### config.mk
export PLATFORM = sky130hd
export DESIGN_NAME = fft_bin_max
export DESIGN_NICKNAME = d
export VERILOG_FILES = /design/src/rtl/fft_bin_max_pkg.sv /design/src/rtl/fft_bin_max_win.sv /design/src/rtl/fft_bin_max.sv
export SDC_FILE = /design/constraint.sdc
export NUM_CORES = 1
export LEC_CHECK = 0
export ABC_AREA = 1
export ABC_CLOCK_PERIOD_IN_PS = 2200
export CAP_MARGIN = 15
export CORE_ASPECT_RATIO = 1.4
export CORE_UTILIZATION = 51
export DETAILED_ROUTE_END_ITERATION = 7
export GPL_ROUTABILITY_DRIVEN = 0
export PLACE_DENSITY = 0.8
export SLEW_MARGIN = 20
export SYNTH_ARGS = -nofsm -noshare
export SYNTH_HDL_FRONTEND = slang
export SYNTH_HIERARCHICAL = 1
export SYNTH_SLANG_ARGS = --single-unit
### constraint.sdc
create_clock -name clk -period 2.2 [get_ports clk]
set_input_delay 0.66 -clock clk [delete_from_list [all_inputs] [get_ports clk]]
set_output_delay 0.66 -clock clk [all_outputs]
set_load 0.1 [all_outputs]
### src/rtl/fft_bin_max_pkg.sv
`default_nettype none
// ============================================================================
// Module      : fft_bin_max_pkg
// Description : Shared DSP-path constants and the FFT bin-max result record.
// Revision    : 1.0 - initial release
// ============================================================================
package fft_bin_max_pkg;

    localparam int c_datlen = 12;
    localparam int c_nfft   = 64;
    localparam int c_bw     = 6;

    // Default LED modulation windows, inclusive bin bounds
    localparam int c_lo730  = 4;
    localparam int c_hi730  = 6;
    localparam int c_lo850  = 10;
    localparam int c_hi850  = 12;

    typedef struct packed {
        logic [c_datlen-1:0] max730;
        logic [c_datlen-1:0] max850;
        logic [c_bw-1:0]     bin730;
        logic [c_bw-1:0]     bin850;
        logic                ovf;
    } result_t;

endpackage : fft_bin_max_pkg
`default_nettype wire

### src/rtl/fft_bin_max_win.sv
`default_nettype none
// ============================================================================
// Module      : win_max_tracker
// Description : Running maximum and its bin index over one inclusive bin window.
// Revision    : 1.0 - initial release
// ============================================================================
module win_max_tracker #(
    parameter int LO     = 4,
    parameter int HI     = 6,
    parameter int DATLEN = 12,
    parameter int BW     = 6
) (
    input  logic              clk,
    input  logic              clear,
    input  logic [BW-1:0]     count,
    input  logic [DATLEN-1:0] in_data,
    input  logic              in_nd,
    output logic [DATLEN-1:0] run_max,
    output logic [BW-1:0]     run_idx
);

    localparam logic [BW-1:0] c_lo   = BW'(LO);
    localparam logic [BW-1:0] c_span = BW'(HI - LO);

    logic [DATLEN-1:0] r_max;
    logic [BW-1:0]     r_idx;
    logic [BW-1:0]     w_offset;
    logic              w_in_win;
    logic              w_take;

    // Offset test stays valid even for LO == 0 without a constant compare
    assign w_offset = count - c_lo;
    assign w_in_win = (w_offset <= c_span);
    assign w_take   = in_nd && w_in_win && ((count == c_lo) || (in_data > r_max));

    always_ff @(posedge clk) begin
        if (clear) begin
            r_max <= '0;
            r_idx <= '0;
        end else if (w_take) begin
            r_max <= in_data;
            r_idx <= count;
        end
    end

    // Outputs already include this cycle's sample so a window ending at the
    // last bin can be latched on the completion edge.
    assign run_max = w_take ? in_data : r_max;
    assign run_idx = w_take ? count   : r_idx;

endmodule : win_max_tracker
`default_nettype wire

### src/rtl/fft_bin_max.sv
`default_nettype none
// ============================================================================
// Module      : fft_bin_max
// Description : Per-frame maxima of two FFT bin windows with valid/ack output.
// Revision    : 1.0 - initial release
// ============================================================================
module fft_bin_max
    import fft_bin_max_pkg::*;
#(
    parameter int DATLEN = c_datlen,
    parameter int NFFT   = c_nfft,
    parameter int BW     = c_bw,
    parameter int LO730  = c_lo730,
    parameter int HI730  = c_hi730,
    parameter int LO850  = c_lo850,
    parameter int HI850  = c_hi850
) (
    input  logic              clk,
    input  logic              rst,
    input  logic              resync,
    input  logic [DATLEN-1:0] in_data,
    input  logic              in_nd,
    input  logic              in_ovf,
    output logic [DATLEN-1:0] max730,
    output logic [DATLEN-1:0] max850,
    output logic [BW-1:0]     bin730,
    output logic [BW-1:0]     bin850,
    output logic              res_ovf,
    output logic              out_valid,
    input  logic              out_ack,
    output logic              frame_lost
);

    generate
        if (BW != $clog2(NFFT) || NFFT != (1 << BW) || NFFT < 8 || NFFT > 1024) begin : g_bad_nfft
            $error("fft_bin_max: NFFT must be a power of two in 8..1024 with BW == log2(NFFT)");
        end
        if (LO730 < 0 || LO730 > HI730 || HI730 > NFFT - 1) begin : g_bad_win730
            $error("fft_bin_max: 730 window bounds invalid");
        end
        if (LO850 < 0 || LO850 > HI850 || HI850 > NFFT - 1) begin : g_bad_win850
            $error("fft_bin_max: 850 window bounds invalid");
        end
    endgenerate

    localparam logic [BW-1:0] c_last = BW'(NFFT - 1);

    logic [BW-1:0]     r_count;
    logic              r_ovf_run;
    logic [DATLEN-1:0] r_max730;
    logic [DATLEN-1:0] r_max850;
    logic [BW-1:0]     r_bin730;
    logic [BW-1:0]     r_bin850;
    logic              r_res_ovf;
    logic              r_valid;
    logic              r_lost;

    logic              w_fire;
    logic              w_last;
    logic              w_clear;
    logic [DATLEN-1:0] w_run730;
    logic [DATLEN-1:0] w_run850;
    logic [BW-1:0]     w_idx730;
    logic [BW-1:0]     w_idx850;

    // resync outranks a coincident sample, which is simply dropped
    assign w_fire  = in_nd && !resync;
    assign w_last  = w_fire && (r_count == c_last);
    assign w_clear = rst || resync;

    always_ff @(posedge clk) begin
        if (w_clear) begin
            r_count <= '0;
        end else if (w_fire) begin
            r_count <= w_last ? '0 : r_count + BW'(1);
        end
    end

    always_ff @(posedge clk) begin
        if (w_clear || w_last) begin
            r_ovf_run <= 1'b0;
        end else if (in_ovf) begin
            r_ovf_run <= 1'b1;
        end
    end

    win_max_tracker #(
        .LO     (LO730),
        .HI     (HI730),
        .DATLEN (DATLEN),
        .BW     (BW)
    ) u_win730 (
        .clk     (clk),
        .clear   (w_clear),
        .count   (r_count),
        .in_data (in_data),
        .in_nd   (w_fire),
        .run_max (w_run730),
        .run_idx (w_idx730)
    );

    win_max_tracker #(
        .LO     (LO850),
        .HI     (HI850),
        .DATLEN (DATLEN),
        .BW     (BW)
    ) u_win850 (
        .clk     (clk),
        .clear   (w_clear),
        .count   (r_count),
        .in_data (in_data),
        .in_nd   (w_fire),
        .run_max (w_run850),
        .run_idx (w_idx850)
    );

    // An ack coinciding with completion frees the slot for the new result
    always_ff @(posedge clk) begin
        if (rst) begin
            r_max730  <= '0;
            r_max850  <= '0;
            r_bin730  <= '0;
            r_bin850  <= '0;
            r_res_ovf <= 1'b0;
            r_valid   <= 1'b0;
            r_lost    <= 1'b0;
        end else if (w_last) begin
            if (!r_valid || out_ack) begin
                r_max730  <= w_run730;
                r_max850  <= w_run850;
                r_bin730  <= w_idx730;
                r_bin850  <= w_idx850;
                r_res_ovf <= r_ovf_run || in_ovf;
                r_valid   <= 1'b1;
            end else begin
                r_lost    <= 1'b1;
            end
        end else if (out_ack) begin
            r_valid <= 1'b0;
        end
    end

    assign max730     = r_max730;
    assign max850     = r_max850;
    assign bin730     = r_bin730;
    assign bin850     = r_bin850;
    assign res_ovf    = r_res_ovf;
    assign out_valid  = r_valid;
    assign frame_lost = r_lost;

endmodule : fft_bin_max
`default_nettype wire

==> flow_metrics.env <==
export IMPL_die_h_um=118
export IMPL_max_slew_margin_rel=0.697
export IMPL_grt_pass1_wl_um=20200
export IMPL_fin_nets=921
export IMPL_hold_path_class="flop to flop"
export IMPL_syn_nets=813
export IMPL_avgViaCountPerCell=4.88
export IMPL_grt_max_degree=38
export IMPL_hpwlAfterDp_um=8410
export IMPL_setup_ws_ns=0.0376
export IMPL_diodes=0
export IMPL_clock_root_buffer="clkbuf_16"
export IMPL_vdd_drop_max_uv=524
export IMPL_port_buffer_count=56
export IMPL_crit_path_end_kind="flop"
export IMPL_instances_no_fill=991
export IMPL_tritoncts="yes"
export IMPL_drv_slew=0
export IMPL_top_layer="met4"
export IMPL_routed_wl_um=13200
export IMPL_fmax_mhz=462
export IMPL_ys_warnings_count=6
export IMPL_clk_pin_slew_ns=0.07
export IMPL_grt_pass1_vias=4540
export IMPL_wl_met3_um=575
export IMPL_min_period_ns=2.16
export IMPL_groute_usage_overall=0.255
export IMPL_antenna_left=0
export IMPL_synth_top_area_share=0.332
export IMPL_drc=0
export IMPL_synth_avg_cell_area_um2=6.44
export IMPL_clock_latency_ns=0.35
export IMPL_dp_cells=967
export IMPL_core_area_um2=9460
export IMPL_p_per_area_nw_per_um2=490
export IMPL_crit_arrival_ns=2.41
export IMPL_netlist_top_cells_count="inv_1, nand2_1, dfxtp_1"
export IMPL_synth_flop_cell="dfxtp_1"
export IMPL_synth_top_area_cell="dfxtp_1"
export IMPL_postCtsHoldBufs=0
export IMPL_fp_row_count=42
export IMPL_initial_utilization=0.523
export IMPL_crit_fanout=6
export IMPL_avgRoutedWirePerCell_um=13.4
export IMPL_synth_edff_count=0
export IMPL_synth_seq_area_share=0.332
export IMPL_cts_path_max_buffers=2
export IMPL_leakage_nw=3.39
export IMPL_dr_pass1_iters=5
export IMPL_synth_cell_types=29
export IMPL_yosys_top_cells_area="dfxtp_1, inv_1, nand2_1, ha_1, nand4_1"
export IMPL_drt_iter0_markers=323
export IMPL_area_growth_pct=35.6
export IMPL_total_power_mw=3.29
export IMPL_critPathLaunchType="primary input"
export IMPL_skew_ns=0.00845
export IMPL_hold_viol=0
export IMPL_rsz0062_at_grt="true"
export IMPL_cts_htree_levels=3
export IMPL_status="completed"
export IMPL_worstMarginPinSlew_ns=0.454
export IMPL_dp_slack_ns=-0.674
export IMPL_setup_viol=0
export IMPL_netlist_instances=768
export IMPL_max_cap_violations=0
export IMPL_dr_wl_met2_um=6890
export IMPL_dieArea_um2=10100
export IMPL_fin_crit_sh=0.983
export IMPL_wl_met1_um=5290
export IMPL_die_x_um=85.2
export IMPL_ios=57
export IMPL_antenna_found_initial=0
export IMPL_gr_total_overflow=0
export IMPL_cts_sinks=82
export IMPL_async_flop_share=0
export IMPL_vias=4840
export IMPL_drive_gt1_frac=0.291
export IMPL_yosysMostFrequentCell="inv_1"
export IMPL_crit_required_ns=2.45
export IMPL_crit_type="primary input to flop"
export IMPL_numCtsBuffers=9
export IMPL_synth_seq_cells=82
export IMPL_tns_ns=0
export IMPL_post_synth_instance_area_um2=4940
==> placed cells by master (no fill, tap or decap), types with 4 or more instances in the layout <==
master | Yosys | routed
inv_1 | 235 | 225
nand2_1 | 151 | 139
buf_4 | 0 | 96
dfxtp_1 | 82 | 82
nor2_1 | 68 | 65
nand2_2 | 38 | 49
nand4_1 | 41 | 41
nand3_1 | 35 | 35
ha_4 | 0 | 20
nor2_2 | 19 | 19
inv_2 | 3 | 12
a21oi_1 | 12 | 11
clkbuf_16 | 0 | 11
buf_12 | 0 | 10
buf_6 | 1 | 9
ha_1 | 27 | 7
nor2_4 | 3 | 6
nor3_1 | 4 | 4
==> report_power, final <==
group	switching, mW	leakage (nW)	total [mW]	internal (mW)
Combinational	0.157	2.59	0.279	0.123
Clock	0.635	0.143	1.52	0.884
Sequential	0.00221	0.660	1.49	1.49
Total	0.794	3.39	3.29	2.49
==> logic make-up (layout without fill, tap and decap cells) <==
group / Yosys count / in the layout / share of synthesized area
compound gates: 20 / 20 / 0.0225
buf+inv: 267 / 380 / 0.211
fa+ha+maj: 27 / 27 / 0.0683
flops: 82 / 82 / 0.332
simple gates: 372 / 372 / 0.366
==> what timing repair did <==
action                                  in CTS  in global routing
gates resized for setup                     61                 71
buffers inserted                             2                  3
pin swaps                                   24                 38
gates cloned                                 0                  3
endpoints found under the setup margin      70                 38
==> metal layers <==
| layer | global-route usage | up-vias |
|---|---|---|
| li1 | - | 2456 |
| met1 | 0.283 | 2203 |
| met2 | 0.464 | 137 |
| met3 | 0.0517 | 44 |
| met4 | 0.110 | 0 |
| met5 | 0 | - |
==> critical path, stage by stage <==
cell and delay, ns:
buf_2 0.21, ha_4 0.24, nand2_1 0.08, inv_1 0.05
nand2_1 0.06, nand2_1 0.04, nand2_1 0.08, nand3_2 0.07
nand2_2 0.09, nand2_4 0.10, nand2_8 0.11, buf_6 0.13
nand2_1 0.06, nand2_1 0.09, inv_1 0.05, inv_1 0.05
nand4_1 0.09, nand2_1 0.10, nor2_1 0.04
==> final cells by class <==
class | count | area, µm²
clock buffer | 10 | 229
clock inverter | 6 | 65.1
fill | 721 | 2760
inverter | 238 | 897
multi-input combinational | 419 | 2590
sequential | 82 | 1640
tap | 110 | 138
timing repair buffer | 126 | 1140
==> path summary, 6_finish.rpt <==
check                    start           endpoint  slack [ns]  depth (start not counted)
max reg2reg  u_win850/r_max[9]          bin850[3]        0.06                         18
min reg2reg  u_win730/r_idx[5]  u_win730/r_idx[5]        0.44                          2
min          u_win730/r_idx[5]  u_win730/r_idx[5]        0.44                          2
max                 in_data[3]          bin850[3]        0.04                         19
==> state kept, by name (all words and copies together), names as in the netlist <==
signal          count
u_win850/r_idx      6
r_count             6
u_win730/r_max     12
u_win850/r_max     12
out_valid           1
max730             12
res_ovf             1
max850             12
u_win730/r_idx      6
bin730              6
frame_lost          1
r_ovf_run           1
bin850              6
==> through the flow <==
stage | hold slack (ns) | instance area [µm²] | util
6_report | 0.444 | 6700 | 0.709
5_1_grt | 0.488 | 6700 | 0.709
3_5_place_dp | 0.435 | 5990 | 0.633
4_1_cts | 0.445 | 6440 | 0.681
3_3_place_gp | 0.435 | 5990 | 0.633
2_1_floorplan | 0.425 | 4940 | -
(Power assumes the default switching activity.)
